<file path="src/rtl/rx_buffer_pkg.sv">
`default_nettype none
// ============================================================================
// Package  : rx_buffer_pkg
// Purpose  : Shared definitions for the receive buffer: capture FSM state
//            encodings, default FIFO geometry, FIFO entry layout and the
//            bit positions of the error flags inside the stored error field.
// Ports    : n/a (package)
// Revision : 1.0 - initial release
// ============================================================================
package rx_buffer_pkg;

  // Default FIFO geometry (DEPTH must equal 2**AW)
  localparam int c_DEPTH_DEFAULT = 8;
  localparam int c_AW_DEFAULT    = 3;

  // FIFO entry layout: {err[2:0], data[7:0]}
  localparam int c_DATA_W  = 8;
  localparam int c_ERR_W   = 3;
  localparam int c_ENTRY_W = c_DATA_W + c_ERR_W;

  // Bit positions inside the error field
  localparam int c_ERR_PERR_BIT = 0;
  localparam int c_ERR_FERR_BIT = 1;
  localparam int c_ERR_OVF_BIT  = 2;

  // Capture FSM encodings (2 bits)
  localparam logic [1:0] c_ST_IDLE     = 2'b00;
  localparam logic [1:0] c_ST_ACK      = 2'b01;
  localparam logic [1:0] c_ST_WAIT_LOW = 2'b10;

  typedef enum logic [1:0] {
    ST_IDLE     = c_ST_IDLE,
    ST_ACK      = c_ST_ACK,
    ST_WAIT_LOW = c_ST_WAIT_LOW
  } state_t;

  // Assemble the stored error field from the individual engine flags
  function automatic logic [c_ERR_W-1:0] pack_err(input logic ovf,
                                                  input logic ferr,
                                                  input logic perr);
    logic [c_ERR_W-1:0] v;
    v                 = '0;
    v[c_ERR_OVF_BIT]  = ovf;
    v[c_ERR_FERR_BIT] = ferr;
    v[c_ERR_PERR_BIT] = perr;
    return v;
  endfunction

endpackage
`default_nettype wire

</file>
<file path="src/rtl/rx_buffer_sync_fifo.sv">
`default_nettype none
// ============================================================================
// Module   : rx_buffer_sync_fifo
// Purpose  : Single-clock first-word-fall-through FIFO holding the received
//            entries. Head entry is presented combinationally on rd_data.
//            A push is accepted when not full, or when full and a pop happens
//            on the same edge (the pop frees the slot being written).
// Ports    : clk, rst (async, active-low)
//            wr_en/wr_data   - push request and entry
//            rd_en           - pop request (ignored when empty)
//            rd_data         - head entry
//            empty/full/count- occupancy status
//            wr_reject       - push request refused because the FIFO is full
// Revision : 1.0 - initial release
// ============================================================================
module rx_buffer_sync_fifo
  import rx_buffer_pkg::*;
#(
  parameter int WIDTH = c_ENTRY_W,
  parameter int DEPTH = c_DEPTH_DEFAULT,
  parameter int AW    = c_AW_DEFAULT
) (
  input  logic             clk,
  input  logic             rst,
  input  logic             wr_en,
  input  logic [WIDTH-1:0] wr_data,
  input  logic             rd_en,
  output logic [WIDTH-1:0] rd_data,
  output logic             empty,
  output logic             full,
  output logic [AW:0]      count,
  output logic             wr_reject
);

  localparam logic [AW:0] c_FULL = (AW+1)'(DEPTH);

  logic [WIDTH-1:0] r_mem [DEPTH];
  logic [AW-1:0]    r_wr_ptr;
  logic [AW-1:0]    r_rd_ptr;
  logic [AW:0]      r_count;
  logic             w_pop;
  logic             w_push;

  assign w_pop     = rd_en && (r_count != '0);
  assign w_push    = wr_en && ((r_count != c_FULL) || w_pop);
  assign wr_reject = wr_en && !w_push;

  // Storage is intentionally not reset
  always_ff @(posedge clk) begin
    if (w_push) begin
      r_mem[r_wr_ptr] <= wr_data;
    end
  end

  always_ff @(posedge clk or negedge rst) begin
    if (!rst) begin
      r_wr_ptr <= '0;
      r_rd_ptr <= '0;
      r_count  <= '0;
    end else begin
      if (w_push) begin
        r_wr_ptr <= r_wr_ptr + AW'(1);
      end
      if (w_pop) begin
        r_rd_ptr <= r_rd_ptr + AW'(1);
      end
      case ({w_push, w_pop})
        2'b10:   r_count <= r_count + (AW+1)'(1);
        2'b01:   r_count <= r_count - (AW+1)'(1);
        default: r_count <= r_count;
      endcase
    end
  end

  assign rd_data = r_mem[r_rd_ptr];
  assign empty   = (r_count == '0);
  assign full    = (r_count == c_FULL);
  assign count   = r_count;

endmodule
`default_nettype wire

</file>
<file path="src/rtl/rx_buffer.sv">
`default_nettype none
// ============================================================================
// Module   : rx_buffer
// Purpose  : Receive buffer between a UART-style receive engine and a host.
//            A capture FSM takes one byte (plus error flags) per rxrdy
//            assertion, acknowledges the engine with a one-cycle clr pulse and
//            waits for rxrdy to drop before re-arming. Captured entries go
//            into a FWFT FIFO; bytes arriving while full are discarded and
//            flagged on the sticky drop output.
// Ports    : clk, rst (async, active-low)
//            rxrdy, rx_data, perr, ferr, ovf - engine side inputs
//            clr                             - engine acknowledge pulse
//            rd                              - host pop strobe
//            dout, dout_err                  - head byte and {ovf,ferr,perr}
//            empty, full, count              - FIFO status
//            drop, drop_clr                  - sticky discard flag and clear
// Revision : 1.0 - initial release
// ============================================================================
module rx_buffer
  import rx_buffer_pkg::*;
#(
  parameter int DEPTH = c_DEPTH_DEFAULT,
  parameter int AW    = c_AW_DEFAULT
) (
  input  logic                clk,
  input  logic                rst,
  input  logic                rxrdy,
  input  logic [c_DATA_W-1:0] rx_data,
  input  logic                perr,
  input  logic                ferr,
  input  logic                ovf,
  output logic                clr,
  input  logic                rd,
  output logic [c_DATA_W-1:0] dout,
  output logic [c_ERR_W-1:0]  dout_err,
  output logic                empty,
  output logic                full,
  output logic [AW:0]         count,
  output logic                drop,
  input  logic                drop_clr
);

  state_t               r_state;
  logic                 r_clr;
  logic                 r_drop;
  logic                 w_capture;
  logic                 w_wr_reject;
  logic [c_ENTRY_W-1:0] w_wr_entry;
  logic [c_ENTRY_W-1:0] w_rd_entry;

  // A capture happens only on the edge where IDLE sees rxrdy high
  assign w_capture  = (r_state == ST_IDLE) && rxrdy;
  assign w_wr_entry = {pack_err(ovf, ferr, perr), rx_data};

  rx_buffer_sync_fifo #(
    .WIDTH (c_ENTRY_W),
    .DEPTH (DEPTH),
    .AW    (AW)
  ) u_sync_fifo (
    .clk       (clk),
    .rst       (rst),
    .wr_en     (w_capture),
    .wr_data   (w_wr_entry),
    .rd_en     (rd),
    .rd_data   (w_rd_entry),
    .empty     (empty),
    .full      (full),
    .count     (count),
    .wr_reject (w_wr_reject)
  );

  // clr is a flop that is high exactly while the FSM sits in ACK, so the
  // engine sees a clean pulse with no path from rxrdy or rd.
  always_ff @(posedge clk or negedge rst) begin
    if (!rst) begin
      r_state <= ST_IDLE;
      r_clr   <= 1'b0;
      r_drop  <= 1'b0;
    end else begin
      case (r_state)
        ST_IDLE: begin
          if (rxrdy) begin
            r_state <= ST_ACK;
            r_clr   <= 1'b1;
          end
        end
        ST_ACK: begin
          r_state <= ST_WAIT_LOW;
          r_clr   <= 1'b0;
        end
        ST_WAIT_LOW: begin
          if (!rxrdy) begin
            r_state <= ST_IDLE;
          end
        end
        default: begin
          r_state <= ST_IDLE;
          r_clr   <= 1'b0;
        end
      endcase

      // Setting the flag takes priority over clearing it
      if (w_capture && w_wr_reject) begin
        r_drop <= 1'b1;
      end else if (drop_clr) begin
        r_drop <= 1'b0;
      end
    end
  end

  assign clr      = r_clr;
  assign drop     = r_drop;
  assign dout     = w_rd_entry[c_DATA_W-1:0];
  assign dout_err = w_rd_entry[c_ENTRY_W-1:c_DATA_W];

endmodule
`default_nettype wire

</file>
<file path="config.mk">
export PLATFORM = sky130hd
export DESIGN_NAME = rx_buffer
export DESIGN_NICKNAME = d
export VERILOG_FILES = /design/src/rtl/rx_buffer_pkg.sv /design/src/rtl/rx_buffer_sync_fifo.sv /design/src/rtl/rx_buffer.sv
export SDC_FILE = /design/constraint.sdc
export NUM_CORES = 1
export LEC_CHECK = 0
export BUFFER_PORTS_ARGS = -buffer_cell sky130_fd_sc_hd__buf_4
export CAP_MARGIN = 20
export CORE_MARGIN = 3
export CORE_UTILIZATION = 49
export CTS_BUF_LIST = sky130_fd_sc_hd__clkbuf_8 sky130_fd_sc_hd__clkbuf_16
export CTS_CLUSTER_DIAMETER = 200
export CTS_CLUSTER_SIZE = 24
export DETAILED_ROUTE_END_ITERATION = 8
export PLACE_DENSITY_LB_ADDON = 0.15
export SYNTH_ARGS = -nofsm -noshare
export SYNTH_HDL_FRONTEND = slang
export SYNTH_SLANG_ARGS = --single-unit
</file>
<file path="constraint.sdc">
create_clock -name clk -period 4.5 [get_ports clk]
set_input_delay 0.9 -clock clk [delete_from_list [all_inputs] [get_ports clk]]
set_output_delay 0.9 -clock clk [all_outputs]
set_load 0.02 [all_outputs]
</file>
==> metrics.md, run 1 <==
| Metric | Value |
|---|---|
| Top-Level Pins | `35` |
| Uppermost layer routed | `met4` |
| Hold Crit Class | `in2async` |
| IO Port Bufs | `34` |
| H-tree depth | `3` |
| GR Overflow Total | `0` |
| CTS tree | `built` |
| CP Max Fanout | `13` |
| Synth Cell Area | `approximately 0.0043 sq mm` |
| Synth warnings | `0` |
| Hold_buf cts | `0` |
| Worst slew pin tran | `1.01 ns` |
| Achievable frequency | `between 200 and 300 MHz` |
| Final Setup Violations | `0` |
| Final setup TNS | `0 ns` |
| Post-synth EDFFs | `88` |
| Reg area | `between 0.002 and 0.003 sq mm` |
| Rel. slew slack | `0.329` |
| Post-Synth Adder-Cell Area | `0.0165` |
| Worst setup SP type | `flip-flop` |
| RSZ-0062 raised after global routing | `false` |
| WL final | `roughly 7300 um` |
| Clock latency on the worst-skew pair | `0.36 ns` |
| Syn nets | `~240` |
| Gr usage total | `0.158` |
| Placed insts | `356` |
| Synth Area in Compound Gates | `0.0320` |
| Hold slack | `0.371 ns` |
| Reg2reg setup slack | `roughly 1.9 ns` |
| First-pass GRT wire length | `roughly 11000 um` |
| Commonest cells post-synth | `edfxtp_1 (88), mux4_1 (19), dfrtp_1 (14)` |
| Clock-pin slew on the worst setup and hold paths | `about 0.09 ns` |
| Final ANT Viol Nets | `0` |
| Post-synthesis mux area share | `0.167` |
| Wire length on met1 | `about 3100 um` |
| Die area | `just under 0.01 sq mm` |
| Post-Syn Instances | `between 200 and 250` |
| Sink Count | `102` |
| Path depth of the worst reg2reg path | `10` |
| PD cells | `605 mW/mm^2` |
| FF+latch count, synth | `102` |
| Final Max Tran Viols | `0` |
| Sequential area share after synthesis | `0.703` |
| Multi-input gate area | `0.00117 sq mm` |
| Cell taking the most area after synthesis | `edfxtp_1` |
| Gpl congestion | `approximately 0.76` |
| Vias in the first global route | `between 2k and 2.5k` |
| Initial DRC count | `110` |
| Vias | `between 2k and 2.5k` |
| Initial Util | `0.510` |
| Core footprint | `between 0.008 and 0.009 sq mm` |
| Horiz. Die Dim | `slightly below 100 um` |
| Status | `finished clean` |
| TritonCTS Buffers | `9` |
| Fin cells | `~370` |
| Largest net degree at the start of global routing | `25` |
| # nets final | `about 280` |
| Metal3 WL | `around 320 um` |
| Fillers | `between 600 and 700` |
| Vias per cell | `5.66` |
| Ys flop type | `edfxtp_1` |
| Largest family of logic cells by synthesized area | `multiplexers` |
| # rows | `33` |
| Most common cell in the netlist | `edfxtp_1` |
| Clock Tree Root | `clkbuf_8` |
| Routed WL per cell | `slightly below 20 um` |
| Post-synthesis simple-gate area fraction | `0.0441` |
| CP required | `3.60 ns` |
| Hold Violations, Final | `0` |
| Final period util | `0.767` |
| Initial antenna violation count | `0` |
| Final HPWL from detailed placement | `4690 um` |
| Antenna cells | `0` |
| Synth top area cells | `edfxtp_1 (62%), mux4_1 (12%), dfrtp_1 (8.2%)` |
| Crit Path Class | `reg2out` |
| Post-route minimum period | `3.45 ns` |
| Synth top area share | `0.621` |
| Leak | `around 1.7 nW` |
| Metal2 WL | `3760 um` |
| Synth Area in XOR/XNOR | `0.0123` |
| Residual DRC | `0` |
| Post-synth cell types | `44` |
| Maxcap violations | `0` |
| P&R area growth vs syn | `13.7%` |
| Resize count post-CTS | `0` |
| # Post-CTS Setup Buffers | `0` |
| Drt first pass iters | `4` |
| Die H | `approximately 100 um` |
| Worst setup EP type | `primary output` |
| Final Skew | `roughly 0.0085 ns` |
| Syn_area_per_cell | `19.8 sq um` |
| Maximum vdd drop | `0.398 mV` |
| Fraction of layout cells with a size suffix above 1 | `0.322` |
| Clock Path Buffers | `2` |
| Async set-reset flop share out of synthesis | `0.137` |
| Arrival time worst endpoint | `~2.6 ns` |
## worst max-delay path, cell delays in order, from the launching register on
cell	delay [ns]
dfrtp_1	0.80
buf_4	0.36
mux4_1	0.59
mux2_2	0.29
buf_4	0.16
## routing by layer
metal  vias to the layer above  GRT usage
li1                        973          -
met1                      1077      0.201
met2                        44      0.262
met3                        10     0.0414
met4                         0     0.0567
met5                         -          0
## through the flow
| step | util | cell area (sq um) | setup WS [ns] | total power, mW |
|---|---|---|---|---|
| floorplan | - | 4260 | 1.67 | 2.12 |
| global placement | 0.557 | 4650 | 1.42 | 2.42 |
| detailed placement | 0.557 | 4650 | 1.40 | 2.44 |
| CTS | 0.580 | 4840 | 0.985 | 2.97 |
| global route | 0.580 | 4840 | 0.896 | 3.10 |
| finish | 0.580 | 4840 | 1.05 | 2.93 |
## power by group
group | leakage [nW] | internal (mW) | switching (mW)
Sequential | 0.965 | 1.17 | 0.183
Clock | 0.0950 | 0.224 | 0.301
Combinational | 0.689 | 0.545 | 0.502
Total | 1.75 | 1.94 | 0.986
## logic make-up after synthesis
| logic type | after synthesis |
|---|---|
| DFF | 102 |
| and+or+nand+nor | 36 |
| muxes | 35 |
| AOI/OAI and AO/OA | 16 |
| buffers and inverters | 15 |
| xor gates and xnor gates | 6 |
| adders and majority gates | 5 |
## final timing paths
check / start / endpoint
setup / recovery: u_sync_fifo.r_rd_ptr[0] / dout[0]
hold / removal: rst / clr
setup reg to reg: u_sync_fifo.count[3] / u_sync_fifo.count[3]
hold reg to reg: clr / clr
max in group asynchronous: rst / u_sync_fifo.count[1]
min in group clk: clr / clr
## layout make-up
cell class                      count  area share
Clock buffer                       10      0.0285
Multi-Input combinational cell     98       0.242
Tap cell                          105      0.0272
Inverter                            8     0.00621
Sequential cell                   102       0.619
Timing Repair Buffer               43      0.0667
Clock inverter                      6      0.0111
## registers in the layout, indices dropped and copies added, names as in the netlist
name / count
clr: 1
drop: 1
r_state: 2
u_sync_fifo.count: 4
u_sync_fifo.r_mem: 88
u_sync_fifo.r_rd_ptr: 3
u_sync_fifo.r_wr_ptr: 3
## placed cells by master (no fill, tap or decap), types with 4 or more instances in the layout
cell and count:
clkbuf_8 10, nand2_1 9, buf_4 43, nand3_1 4
mux4_1 19, xnor2_1 5, nor2_1 10, inv_1 5
edfxtp_1 88, dfrtp_1 14, ha_1 4, mux2_2 11
(Power assumes the default switching activity.)
==> inputs of run 2 (changes only) <==
Clock period 4.5 ns to 3.3 ns, I/O delays scaled along.
==> metrics.md, run 2 (synthesized netlist as in run 1, its figures left out) <==
| Metric | Value |
|---|---|
| Final Skew | `0.00976 ns (+0.00124 ns)` |
| PD cells | `828 mW/mm^2 (+37%)` |
| Routed WL per cell | `19.2 um (-2.4%)` |
| Resize count post-CTS | `0 (unchanged)` |
| TritonCTS Buffers | `9 (unchanged)` |
| Cell repeated most along the worst path | `buf_4` |
| Slowest stage cell on the critical path | `mux4_1` |
| # Post-CTS Setup Buffers | `0 (unchanged)` |
| Fraction of layout cells with a size suffix above 1 | `0.323 (+0.00132)` |
| Vias per cell | `5.58 (-1.4%)` |
| Clock Path Buffers | `2 (unchanged)` |
| Critical Path Source | `u_sync_fifo.r_rd_ptr[0]` |
| Gr usage total | `0.154 (-0.00345)` |
| Top-Level Pins | `35 (unchanged)` |
| CP Max Fanout | `24 (+11)` |
| Gpl congestion | `0.761 (about the same)` |
| Horiz. Die Dim | `99.2 um (unchanged)` |
| CP cell instances | `buf_4 > mux4_1 > mux2_2 > buf_4` |
| Final setup TNS | `0 ns (unchanged)` |
| Drt first pass iters | `4 (unchanged)` |
| Reg-to-reg critical path endpoint | `u_sync_fifo.count[3]` |
| Antenna cells | `0 (unchanged)` |
| Sink Count | `102 (unchanged)` |
| Most frequent cells in the layout | `edfxtp_1 (88), buf_4 (44), mux4_1 (19)` |
| # nets final | `285 (+0.71%)` |
| Rel. slew slack | `0.533 (+0.204)` |
| First-pass GRT wire length | `11300 um (-0.24%)` |
| Leak | `1.77 nW (+0.95%)` |
| Hold Violations, Final | `0 (unchanged)` |
| WL final | `7180 um (-1.9%)` |
| Final HPWL from detailed placement | `4460 um (-4.9%)` |
| Largest Register | `u_sync_fifo.r_mem` |
| GR Overflow Total | `0 (unchanged)` |
| Worst setup SP type | `flip-flop` |
| Max FFs per register | `88 (unchanged)` |
| Initial Util | `0.510 (unchanged)` |
| CTS tree | `built` |
| Arrival time worst endpoint | `2.14 ns (-0.41 ns)` |
| Worst r2r src | `u_sync_fifo.count[2]` |
| Final Max Tran Viols | `0 (unchanged)` |
| # rows | `33 (unchanged)` |
| Clock-pin slew on the worst setup and hold paths | `0.09 ns (about the same)` |
| Worst setup EP type | `primary output` |
| Fin cells | `374 (+0.54%)` |
| Initial antenna violation count | `0 (unchanged)` |
| Reg2reg setup slack | `0.68 ns (-1.18 ns)` |
| Initial DRC count | `68 (-38%)` |
| Vias | `2086 (-0.86%)` |
| Leading cell type in the layout, fill and taps excluded | `edfxtp_1` |
| Die H | `99.2 um (unchanged)` |
| P&R area growth vs syn | `14.1%` |
| IO Port Bufs | `34 (unchanged)` |
| Residual DRC | `0 (unchanged)` |
| Vias in the first global route | `2067 (+0.73%)` |
| Post-route minimum period | `~2.8 ns` |
| Hold Crit Class | `in2async` |
| Achievable frequency | `357 MHz` |
| Final Setup Violations | `0 (unchanged)` |
| Maximum vdd drop | `0.486 mV (+22%)` |
| Maxcap violations | `0 (unchanged)` |
| Clock Tree Root | `clkbuf_8` |
| CP max stage delay | `0.63 ns (-0.17 ns)` |
| RSZ-0062 raised after global routing | `false` |
| Die area | `0.00984 sq mm (unchanged)` |
| Largest net degree at the start of global routing | `25 (unchanged)` |
| Status | `finished clean` |
| Final period util | `0.848` |
| Core footprint | `0.00834 sq mm (unchanged)` |
| Hold_buf cts | `0 (unchanged)` |
| CP required | `2.64 ns (-0.96 ns)` |
| Final ANT Viol Nets | `0 (unchanged)` |
| Worst slew pin tran | `0.700 ns (-0.306 ns)` |
| Placed insts | `358 (+0.56%)` |
| Clock latency on the worst-skew pair | `0.36 ns (about the same)` |
| Crit Path Class | `reg2out` |
| Path depth of the worst reg2reg path | `10 (unchanged)` |
| H-tree depth | `3 (unchanged)` |
[run 2: cell types whose count changed in the layout (fill, tap and decap cells not counted), sizes merged]
cell,previous run,this run
buf,43,45
clkinvlp,1,0
clkinv,3,4
inv,10,11
clkbuf,10,9
[run 2: through the flow]
stage | util | setup WS, ns | area [sq um] | power (mW) | hold slack [ns]
after global placement | 0.560 | 0.697 | 4670 | 3.34 | 0.466
after floorplan | - | 0.707 | 4260 | 2.89 | 0.364
after detailed placement | 0.560 | 0.651 | 4670 | 3.35 | 0.483
after CTS | 0.582 | 0.457 | 4860 | 4.07 | 0.132
after global routing | 0.582 | 0.411 | 4860 | 4.25 | 0.124
final | 0.582 | 0.502 | 4860 | 4.02 | 0.139
[run 2: worst max-delay path by stage]
| stage | end | slack [ns] | cells after the start |
|---|---|---|---|
| after detailed placement | u_sync_fifo.count[3] | 0.65 | 9 |
| final | dout[0] | 0.50 | 4 |
| after floorplan | u_sync_fifo.r_mem[0][0] | 0.71 | 4 |
| after CTS | dout[0] | 0.46 | 4 |
| after global placement | u_sync_fifo.count[3] | 0.70 | 9 |
| after global routing | dout[0] | 0.41 | 4 |
[run 2: metal layers]
metal | up-vias | track usage | part of all wire | wire length (um)
met2 | 27 | 0.242 | 0.49 | 3540
met3 | 6 | 0.0400 | 0.028 | 201
met4 | 0 | 0.0473 | 0.012 | 84
met1 | 1078 | 0.214 | 0.47 | 3360
met5 | - | 0 | 0 | 0
li1 | 975 | - | - | -
[run 2: critical path: cells and delay by family (launching register included)]
kind | cells | cell delay (ns)
muxes | 2 | 0.92
buffers and inverters | 2 | 0.52
DFF | 1 | 0.33
[run 2: report_power, final]
part	internal, mW	total, mW	leakage, nW	switching (mW)
logic	0.763	1.53	0.704	0.763
clock network	0.285	0.715	0.0971	0.430
registers	1.60	1.78	0.965	0.179
[run 2: layout make-up]
| type | instances | area, sq um |
|---|---|---|
| flip-flops and latches | 102 | 2990 |
| clock inverters | 7 | 58.8 |
| repair buffers | 45 | 350 |
| clock buffers | 9 | 124 |
| fillers | 634 | 3480 |
| multi-input cells | 98 | 1170 |
| inverters | 8 | 30.0 |
| well taps | 105 | 131 |
==> inputs of run 3 (changes only) <==
Clock period 3.3 ns to 2.9 ns, I/O delays scaled along.
==> metrics.md, run 3 (synthesized netlist as in run 1, its figures left out) <==
| Metric | Value |
|---|---|
| Status | `finished clean` |
| # nets final | `292 (+2.5%)` |
| Hold_buf cts | `0 (unchanged)` |
| H-tree depth | `3 (unchanged)` |
| Drt first pass iters | `4 (unchanged)` |
| Max FFs per register | `88 (unchanged)` |
| Hold Violations, Final | `0 (unchanged)` |
| Final Max Tran Viols | `0 (unchanged)` |
| Largest Register | `u_sync_fifo.r_mem` |
| Arrival time worst endpoint | `2.10 ns (-0.04 ns)` |
| Vias | `2073 (-0.62%)` |
| Crit Path Class | `reg2out` |
| Clock Tree Root | `clkbuf_8` |
| IO Port Bufs | `34 (unchanged)` |
| Top-Level Pins | `35 (unchanged)` |
| RSZ-0062 raised after global routing | `false` |
| Initial DRC count | `131 (+93%)` |
| Gr usage total | `0.168 (+0.0135)` |
| Initial Util | `0.510 (unchanged)` |
| Rel. slew slack | `0.540 (+0.00686)` |
| TritonCTS Buffers | `9 (unchanged)` |
| Vias per cell | `5.44 (-2.4%)` |
| Achievable frequency | `approximately 370 MHz` |
| PD cells | `932 mW/mm^2 (+13%)` |
| Clock latency on the worst-skew pair | `0.35 ns (about the same)` |
| Post-route setup slack | `0.217 ns (-0.284 ns)` |
| Final setup TNS | `0 ns (unchanged)` |
| Final ANT Viol Nets | `0 (unchanged)` |
| Fraction of layout cells with a size suffix above 1 | `0.337 (+0.0135)` |
| Worst slew pin tran | `0.690 ns (-0.0103 ns)` |
| CP delay by family, top | `multiplexers` |
| Die area | `0.00984 sq mm (unchanged)` |
| Hold Crit Class | `in2async` |
| # Post-CTS Setup Buffers | `0 (unchanged)` |
| CP required | `2.32 ns (-0.32 ns)` |
| CP Buf/Inv Count | `2 (unchanged)` |
| Final HPWL from detailed placement | `5000 um (+12%)` |
| Maximum vdd drop | `0.458 mV (-5.9%)` |
| Gpl congestion | `0.733 (-3.8%)` |
| Clock Path Buffers | `2 (unchanged)` |
| Horiz. Die Dim | `99.2 um (unchanged)` |
| Post-route minimum period | `roughly 2.7 ns` |
| WL final | `7500 um (+4.3%)` |
| Initial antenna violation count | `0 (unchanged)` |
| # rows | `33 (unchanged)` |
| Antenna cells | `0 (unchanged)` |
| Residual DRC | `0 (unchanged)` |
| Cell Area, Placed | `0.00474 sq mm (+1.4%)` |
| Slowest stage cell on the critical path | `mux4_1` |
| CP cell instances | `buf_12 > mux4_1 > mux2_2 > buf_4` |
| Post-route cell area | `0.00490 sq mm (+0.98%)` |
| CTS tree | `built` |
| Total power | `4.57 mW (+14%)` |
| Sink Count | `102 (unchanged)` |
| Final Skew | `0.00713 ns (-0.00263 ns)` |
| Core footprint | `0.00834 sq mm (unchanged)` |
| Die H | `99.2 um (unchanged)` |
| Worst setup EP type | `primary output` |
| CP max stage delay | `0.59 ns (-0.04 ns)` |
| P&R area growth vs syn | `15.2%` |
| Largest net degree at the start of global routing | `23 (-8.0%)` |
| Routed WL per cell | `19.7 um (+2.4%)` |
| Clock-pin slew on the worst setup and hold paths | `0.09 ns (about the same)` |
| CP Max Fanout | `22 (-8.3%)` |
| GR Overflow Total | `0 (unchanged)` |
| Leak | `1.80 nW (+1.9%)` |
| Final Setup Violations | `0 (unchanged)` |
| Setup WS pre-CTS | `0.341 ns (-0.311 ns)` |
| Worst setup SP type | `flip-flop` |
| Leading cell type in the layout, fill and taps excluded | `edfxtp_1` |
| First-pass GRT wire length | `12200 um (+8.4%)` |
| Most frequent cells in the layout | `edfxtp_1 (88), buf_4 (50), mux4_1 (19)` |
| Final period util | `0.925` |
| Resize count post-CTS | `0 (unchanged)` |
| Maxcap violations | `0 (unchanged)` |
| Vias in the first global route | `2197 (+6.3%)` |
run 3: changes by cell type in the layout (fill, tap and decap cells not counted):
cell	change
inv_1	+1
inv_8	-1
clkinvlp_4	+2
clkinv_4	-4
buf_12	+1
clkinv_2	+2
buf_4	+6
run 3: report_power, final:
group / switching [mW] / leakage, nW / total, mW / internal, mW
Combinational: 0.876 / 0.746 / 1.78 / 0.905
Sequential: 0.212 / 0.965 / 2.03 / 1.82
Clock: 0.450 / 0.0880 / 0.756 / 0.306
run 3: area by class of cell:
class	instances	area (sq um)
inverter	8	30.0
multi-input combinational	98	1170
clock buffer	9	124
clock inverter	7	41.3
sequential	102	2990
fill	645	3440
tap	105	131
timing repair buffer	52	415
run 3: worst paths after layout:
path	startpoint	to	slack, ns	cells past startpoint
min in group clk	rx_data[5]	u_sync_fifo.r_mem[7][5]	0.46	1
worst min register to register	clr	clr	0.49	1
worst max register to register	u_sync_fifo.count[2]	u_sync_fifo.count[3]	0.30	10
worst min-delay path	rst	u_sync_fifo.count[2]	0.07	1
worst max-delay path	u_sync_fifo.r_rd_ptr[0]	dout_err[2]	0.22	4
max in group asynchronous	rst	u_sync_fifo.r_rd_ptr[0]	2.65	1
run 3: routing by layer:
metal / track usage / routed length (um)
met4: 0.0441 / 58
met5: 0 / 0
met1: 0.242 / 3470
met2: 0.264 / 3720
met3: 0.0337 / 251
run 3: through the flow:
step | util | std cells | hold slack (ns)
after detailed placement | 0.568 | 365 | 0.446
after CTS | 0.588 | 381 | 0.0556
after global routing | 0.588 | 381 | 0.0510
after floorplan | - | 215 | 0.284
final | 0.588 | 381 | 0.0694
after global placement | 0.568 | 365 | 0.443
run 3: worst reg2reg max path, cell delays in order, from the launching register on:
cell	delay, ns
dfrtp_1	0.46
or4_4	0.58
inv_2	0.10
nor2_2	0.06
nand2_1	0.11
inv_1	0.07
ha_1	0.31
a21oi_1	0.19
nand2_1	0.11
or4b_1	0.46
nand3_1	0.09
